### config.mk
export PLATFORM = sky130hd
export DESIGN_NAME = tmds_channel_decoder
export DESIGN_NICKNAME = d
export VERILOG_FILES = /design/src/rtl/tmds_pkg.sv /design/src/rtl/tmds_word_aligner.sv /design/src/rtl/tmds_channel_decoder.sv
export SDC_FILE = /design/constraint.sdc
export NUM_CORES = 1
export LEC_CHECK = 0
export ABC_AREA = 1
export CORE_ASPECT_RATIO = 1.4
export CORE_MARGIN = 5
export CORE_UTILIZATION = 40
export CTS_CLUSTER_SIZE = 24
export DETAILED_ROUTE_END_ITERATION = 10
export SYNTH_ARGS = -nofsm -noshare
export SYNTH_HDL_FRONTEND = slang
export SYNTH_SLANG_ARGS = --single-unit
### constraint.sdc
create_clock -name clk -period 2.7 [get_ports clk]
set_clock_uncertainty 0.15 [all_clocks]
set_input_delay 0.81 -clock clk [delete_from_list [all_inputs] [get_ports clk]]
set_output_delay 0.81 -clock clk [all_outputs]
set_load 0.05 [all_outputs]
### src/rtl/tmds_pkg.sv
// Shared TMDS definitions: control tokens, FSM state type, and the
// token-match and DVI symbol-decode helpers used by the channel decoder.
package tmds_pkg;

  localparam logic [9:0] TOK_00 = 10'b1101010100;
  localparam logic [9:0] TOK_01 = 10'b0010101011;
  localparam logic [9:0] TOK_10 = 10'b0101010100;
  localparam logic [9:0] TOK_11 = 10'b1010101011;

  typedef enum logic {
    ST_SEARCH = 1'b0,
    ST_LOCKED = 1'b1
  } tmds_state_t;

  function automatic logic is_ctrl(input logic [9:0] w);
    return (w == TOK_00) || (w == TOK_01) || (w == TOK_10) || (w == TOK_11);
  endfunction

  function automatic logic [1:0] ctrl_code(input logic [9:0] w);
    logic [1:0] c;
    c = 2'b00;
    if (w == TOK_01) c = 2'b01;
    if (w == TOK_10) c = 2'b10;
    if (w == TOK_11) c = 2'b11;
    return c;
  endfunction

  // Undo the optional inversion (bit 9), then the XOR/XNOR chain (bit 8).
  function automatic logic [7:0] dvi_decode(input logic [9:0] w);
    logic [7:0] d;
    logic [7:0] q;
    d    = w[9] ? ~w[7:0] : w[7:0];
    q    = '0;
    q[0] = d[0];
    for (int i = 1; i < 8; i++) begin
      q[i] = w[8] ? (d[i] ^ d[i-1]) : ~(d[i] ^ d[i-1]);
    end
    return q;
  endfunction

endpackage

### src/rtl/tmds_word_aligner.sv
// Word aligner: keeps the previous deserialized word and selects a 10-bit
// symbol from the 20-bit {current, previous} window at the chosen offset.
module tmds_word_aligner
  import tmds_pkg::*;
(
  input  logic       clk,
  input  logic       reset,
  input  logic [9:0] sym_in,
  input  logic       sym_valid,
  input  logic [3:0] bit_offset,
  output logic [9:0] aligned_r,
  output logic       v1
);

  logic [9:0]  prev;
  logic [19:0] window;
  logic [9:0]  aligned_nxt;

  assign window = {sym_in, prev};

  // Offset mux over the ten legal bit positions.
  always_comb begin
    aligned_nxt = window[9:0];
    for (int i = 0; i < 10; i++) begin
      if (bit_offset == 4'(i)) aligned_nxt = window[i +: 10];
    end
  end

  // Stage 1 register: capture the aligned symbol and its qualifier.
  always_ff @(posedge clk or posedge reset) begin
    if (reset) begin
      prev      <= '0;
      aligned_r <= '0;
      v1        <= 1'b0;
    end else begin
      v1 <= sym_valid;
      if (sym_valid) begin
        prev      <= sym_in;
        aligned_r <= aligned_nxt;
      end
    end
  end

endmodule

### src/rtl/tmds_channel_decoder.sv
// One TMDS receive channel: searches all ten bit offsets for a run of
// control tokens, holds lock while tokens keep arriving, and decodes each
// aligned symbol to pixel data or a control code.
module tmds_channel_decoder
  import tmds_pkg::*;
#(
  parameter int LOCK_RUN     = 16,
  parameter int SEARCH_WIN   = 2048,
  parameter int LOSS_TIMEOUT = 4096
) (
  input  logic       clk,
  input  logic       reset,
  input  logic [9:0] sym_in,
  input  logic       sym_valid,
  input  logic       resync,
  output logic       out_valid,
  output logic       out_de,
  output logic [1:0] out_ctrl,
  output logic [7:0] out_data,
  output logic       locked,
  output logic       lock_lost,
  output logic [3:0] bit_offset
);

  localparam int RUN_W = $clog2(LOCK_RUN);
  localparam int WIN_W = $clog2(SEARCH_WIN);
  localparam int TO_W  = $clog2(LOSS_TIMEOUT);

  logic [9:0]       aligned_r;
  logic             v1;
  logic             tok;
  tmds_state_t      state;
  logic [RUN_W-1:0] run_cnt;
  logic [WIN_W-1:0] win_cnt;
  logic [TO_W-1:0]  to_cnt;
  logic             discard;

  tmds_word_aligner u_aligner (
    .clk        (clk),
    .reset      (reset),
    .sym_in     (sym_in),
    .sym_valid  (sym_valid),
    .bit_offset (bit_offset),
    .aligned_r  (aligned_r),
    .v1         (v1)
  );

  assign tok = is_ctrl(aligned_r);

  // Alignment FSM: token-run search per offset, timeout-based loss of lock.
  always_ff @(posedge clk or posedge reset) begin
    if (reset) begin
      state      <= ST_SEARCH;
      locked     <= 1'b0;
      lock_lost  <= 1'b0;
      bit_offset <= '0;
      run_cnt    <= '0;
      win_cnt    <= '0;
      to_cnt     <= '0;
      discard    <= 1'b0;
    end else begin
      lock_lost <= 1'b0;
      if (resync) begin
        state   <= ST_SEARCH;
        locked  <= 1'b0;
        run_cnt <= '0;
        win_cnt <= '0;
        to_cnt  <= '0;
        discard <= 1'b0;
      end else if (v1) begin
        case (state)
          ST_SEARCH: begin
            if (discard) begin
              // This symbol was sliced with the offset we just left.
              discard <= 1'b0;
            end else if (tok && (run_cnt == RUN_W'(LOCK_RUN - 1))) begin
              state   <= ST_LOCKED;
              locked  <= 1'b1;
              run_cnt <= '0;
              win_cnt <= '0;
            end else if (win_cnt == WIN_W'(SEARCH_WIN - 1)) begin
              bit_offset <= (bit_offset == 4'd9) ? 4'd0 : bit_offset + 4'd1;
              run_cnt    <= '0;
              win_cnt    <= '0;
              discard    <= 1'b1;
            end else begin
              run_cnt <= tok ? run_cnt + 1'b1 : '0;
              win_cnt <= win_cnt + 1'b1;
            end
          end
          ST_LOCKED: begin
            if (tok) begin
              to_cnt <= '0;
            end else if (to_cnt == TO_W'(LOSS_TIMEOUT - 1)) begin
              state     <= ST_SEARCH;
              locked    <= 1'b0;
              lock_lost <= 1'b1;
              to_cnt    <= '0;
            end else begin
              to_cnt <= to_cnt + 1'b1;
            end
          end
          default: state <= ST_SEARCH;
        endcase
      end
    end
  end

  // Stage 2 register: decode the aligned symbol; outputs are quiet unless locked.
  always_ff @(posedge clk or posedge reset) begin
    if (reset) begin
      out_valid <= 1'b0;
      out_de    <= 1'b0;
      out_ctrl  <= '0;
      out_data  <= '0;
    end else if (state != ST_LOCKED) begin
      out_valid <= 1'b0;
      out_de    <= 1'b0;
      out_ctrl  <= '0;
      out_data  <= '0;
    end else if (v1) begin
      out_valid <= 1'b1;
      if (tok) begin
        out_de   <= 1'b0;
        out_ctrl <= ctrl_code(aligned_r);
        out_data <= '0;
      end else begin
        out_de   <= 1'b1;
        out_ctrl <= '0;
        out_data <= dvi_decode(aligned_r);
      end
    end else begin
      out_valid <= 1'b0;
    end
  end

endmodule

==> results.sh <==
export IMPL_die_h_um=133.8
export IMPL_p_per_area_mw_per_mm2=499.9
export IMPL_hpwl_um=8256
export IMPL_grt_total_usage_pct=17.54
export IMPL_die_area_mm2=0.01316
export IMPL_synth_adder_area_share_pct=0.8579
export IMPL_cts_setup_buffers=0
export IMPL_combPwrFrac_pct=12.1
export IMPL_critical_path_top_delay_family="buffers and inverters"
export IMPL_r2r_start="bit_offset[3]"
export IMPL_yosysTopAreaCell="dfrtp_1"
export IMPL_detail_route_vias_per_cell=4.991
export IMPL_die_w_um=98.39
export IMPL_grt_max_degree=69
export IMPL_ys_ff_latch=68
export IMPL_synth_commonest_cells="nand2_1 (181), dfrtp_1 (68), inv_1 (63), nand3_1 (57), o21ai_0 (47)"
export IMPL_slew_viol_final=0
export IMPL_ys_seq_area_share_pct=38.89
export IMPL_yosys_top_cells_area="dfrtp_1 (39%), nand2_1 (16%), nand3_1 (6.5%)"
export IMPL_tns_ns=0
export IMPL_drt_wl_total_um=10880
export IMPL_design_core_area_mm2=0.01081
export IMPL_synth_xor_area_share_pct=4.404
export IMPL_status="finished, final reports clean"
export IMPL_synth_edff_count=0
export IMPL_start_util_pct=40.47
export IMPL_regArea_mm2=0.001702
export IMPL_syn_cell_area_mm2=0.004375
export IMPL_cts_tree="yes"
export IMPL_synthFlopType="dfrtp_1"
export IMPL_ys_warn_count=0
export IMPL_crit_path_end_kind="output port"
export IMPL_clk_latency_ns=0.33
export IMPL_synthMuxAreaShare_pct=0
export IMPL_syn_inst=624
export IMPL_async_flop_share_pct=100.0
export IMPL_path_cells="clkdlybuf4s50_1"
export IMPL_synthesis_nets=641
export IMPL_finalCriticalPeriod_ns=2.625
export IMPL_switching_share_pct=26.54
export IMPL_synth_compound_area_share_pct=13.55
export IMPL_cts_buffers_inserted=9
export IMPL_max_freq_mhz=380.9
export IMPL_leakagePower_uw=0.002520
export IMPL_drt_antenna_violating_nets=0
export IMPL_clock_sinks=68
export IMPL_synth_top_family_by_area="simple AND/OR/NAND/NOR gates"
export IMPL_r2r_cells=13
export IMPL_rrSetupSlack_ns=0.45
export IMPL_power_frac_seq_pct=44.0
export IMPL_multiInputGateArea_mm2=0.002211
export IMPL_holdBufCountCts=0
export IMPL_worstMarginPinSlew_ns=0.5619
export IMPL_fin_util_pct=47.40
export IMPL_critPathSlowestCell="clkdlybuf4s50_1"
export IMPL_dr_first_iter_drc_count=167
export IMPL_antenna_cells=0
export IMPL_cap_violations=0
export IMPL_antenna_found_initial=0
export IMPL_gp_congestion=0.9311
export IMPL_root_buffer="clkbuf_16"
export IMPL_grt_pass1_vias=3980
export IMPL_drive_gt1_share_pct=11.92
export IMPL_internal_power_uw=1882
export IMPL_drc=0
export IMPL_crit_buf_inv=1
export IMPL_h_tree_depth=3
export IMPL_final_nets=675
export IMPL_clk_pin_slew_ns=0.06
export IMPL_synth_top_area_share_pct=38.89
export IMPL_p_sw_uw=679.9
export IMPL_irDropWorstVdd_uv=255.2
export IMPL_finalHoldViolations=0
export IMPL_yosys_area_share_simple_pct=31.71
export IMPL_fillers=1088
export IMPL_rows=45
export IMPL_area_delta_synth_final_pct=17.10
export IMPL_yosysMostFrequentCell="nand2_1"
export IMPL_dr_pass1_iters=5
export IMPL_ios=32
export IMPL_setup_viol=0
export IMPL_critical_path_class="flop to output port"
export IMPL_reg2reg_to="u_aligner.aligned_r[1]"
export IMPL_postCtsResizedCells=0
export IMPL_cts_buffer_depth=2
export IMPL_detailroute_via_count=4013
export IMPL_portBuffers=31
export IMPL_slew_headroom_pct=62.54
export IMPL_worstSetupStartpointType="flop"
export IMPL_period_share_pct=97.24
export IMPL_whs_endpoint="locked"
export IMPL_arrival_ns=1.67
export IMPL_hold_class="flop to flop"
export IMPL_path_max_fanout=5
export IMPL_synth_cell_type_count=43
export IMPL_worstHoldPathCells=2
export IMPL_grt_first_pass_wirelength_um=18770
export IMPL_avgSynthCellArea_um2=7.012
export IMPL_min_delay_start="locked"
export IMPL_rsz0062_at_grt="no"
export IMPL_routedWlPerCell_um=13.53
export IMPL_overflow=0
export IMPL_cp_required_ns=1.74
export IMPL_clkPwrFrac_pct=44.0
export IMPL_max_stage_delay_ns=0.86
[logic make-up after synthesis]
group | count (synthesis)
XOR/XNOR | 22
flip-flops | 68
AND/OR/NAND/NOR | 311
adder cells (fa/ha/maj) | 3
buffers and inverters | 111
AO/OA/AOI/OAI | 109
[per-layer routing]
metal	vias up	track usage, %	wire length [um]
met5	-	0	0
met3	23	3.510	406
met4	0	7.593	303
met1	1858	19.40	4332
met2	75	32.13	5834
li1	2057	-	-
[final cells by class]
| cell class | count | area share (%) |
|---|---|---|
| Multi-Input combinational cell | 445 | 43.15 |
| Sequential cell | 68 | 33.21 |
| Timing Repair Buffer | 41 | 7.717 |
| Inverter | 93 | 6.813 |
| Clock buffer | 13 | 5.275 |
| Tap cell | 141 | 3.443 |
| Clock inverter | 3 | 0.3907 |
[power groups by stage]
| stage | logic, uW | registers, uW | clock network [uW] |
|---|---|---|---|
| floorplan | 212 | 1130 | 0 |
| global placement | 310 | 1140 | 0 |
| detailed placement | 312 | 1140 | 0 |
| CTS | 313 | 1120 | 1160 |
| global route | 354 | 1130 | 1210 |
| finish | 309 | 1130 | 1130 |
[metrics by stage]
| step | std cells | power (uW) | cell area (um2) | hold WS [ns] | setup slack, ns |
|---|---|---|---|---|---|
| 2_1_floorplan | 624 | 1340 | 4375 | 0.2988 | 0.02849 |
| 6_report | 804 | 2562 | 5124 | 0.3152 | 0.07451 |
| 3_3_place_gp | 788 | 1451 | 4831 | 0.3065 | 0.2144 |
| 4_1_cts | 804 | 2596 | 5121 | 0.3214 | 0.02047 |
| 5_1_grt | 804 | 2695 | 5124 | 0.3359 | 0.02485 |
| 3_5_place_dp | 788 | 1455 | 4831 | 0.3080 | 0.1622 |
[state kept, by name, indices dropped and copies added, names as in the netlist]
signal               flops
bit_offset               4
discard                  1
lock_lost                1
locked                   1
out_ctrl                 2
out_data                 8
out_de                   1
out_valid                1
run_cnt                  4
state                    1
to_cnt                  12
u_aligner.aligned_r     10
u_aligner.prev          10
u_aligner.v1             1
win_cnt                 11
[worst max-delay path by stage]
stage	from	endpoint	slack [ns]	cells after the start
2_1_floorplan	reset	bit_offset[0]	0.03	1
3_3_place_gp	resync	win_cnt[9]	0.21	6
3_5_place_dp	resync	win_cnt[7]	0.16	6
4_1_cts	bit_offset[0]	bit_offset[0]	0.02	1
5_1_grt	bit_offset[2]	bit_offset[2]	0.02	1
6_report	bit_offset[2]	bit_offset[2]	0.07	1
[layout by cell type (no fill, tap or decap), drive strengths merged]
cell / instances
nand2: 187
xor2: 20
or2: 4
a22oi: 1
clkbuf: 13
nor3: 11
a21oi: 33
clkinvlp: 2
dfrtp: 68
dlymetal6s2s: 1
o221ai: 1
nand4: 3
o211ai: 1
o22ai: 2
o221a: 1
o21a: 2
ha: 3
clkdlybuf4s50: 28
o31ai: 1
xnor2: 2
buf: 12
nor2: 46
inv: 90
a22o: 1
a21o: 1
a31oi: 2
o21ai: 61
clkinv: 4
nand3: 59
nand3b: 1
a211oi: 2
Note: power is estimated with default switching activity, not from simulation.
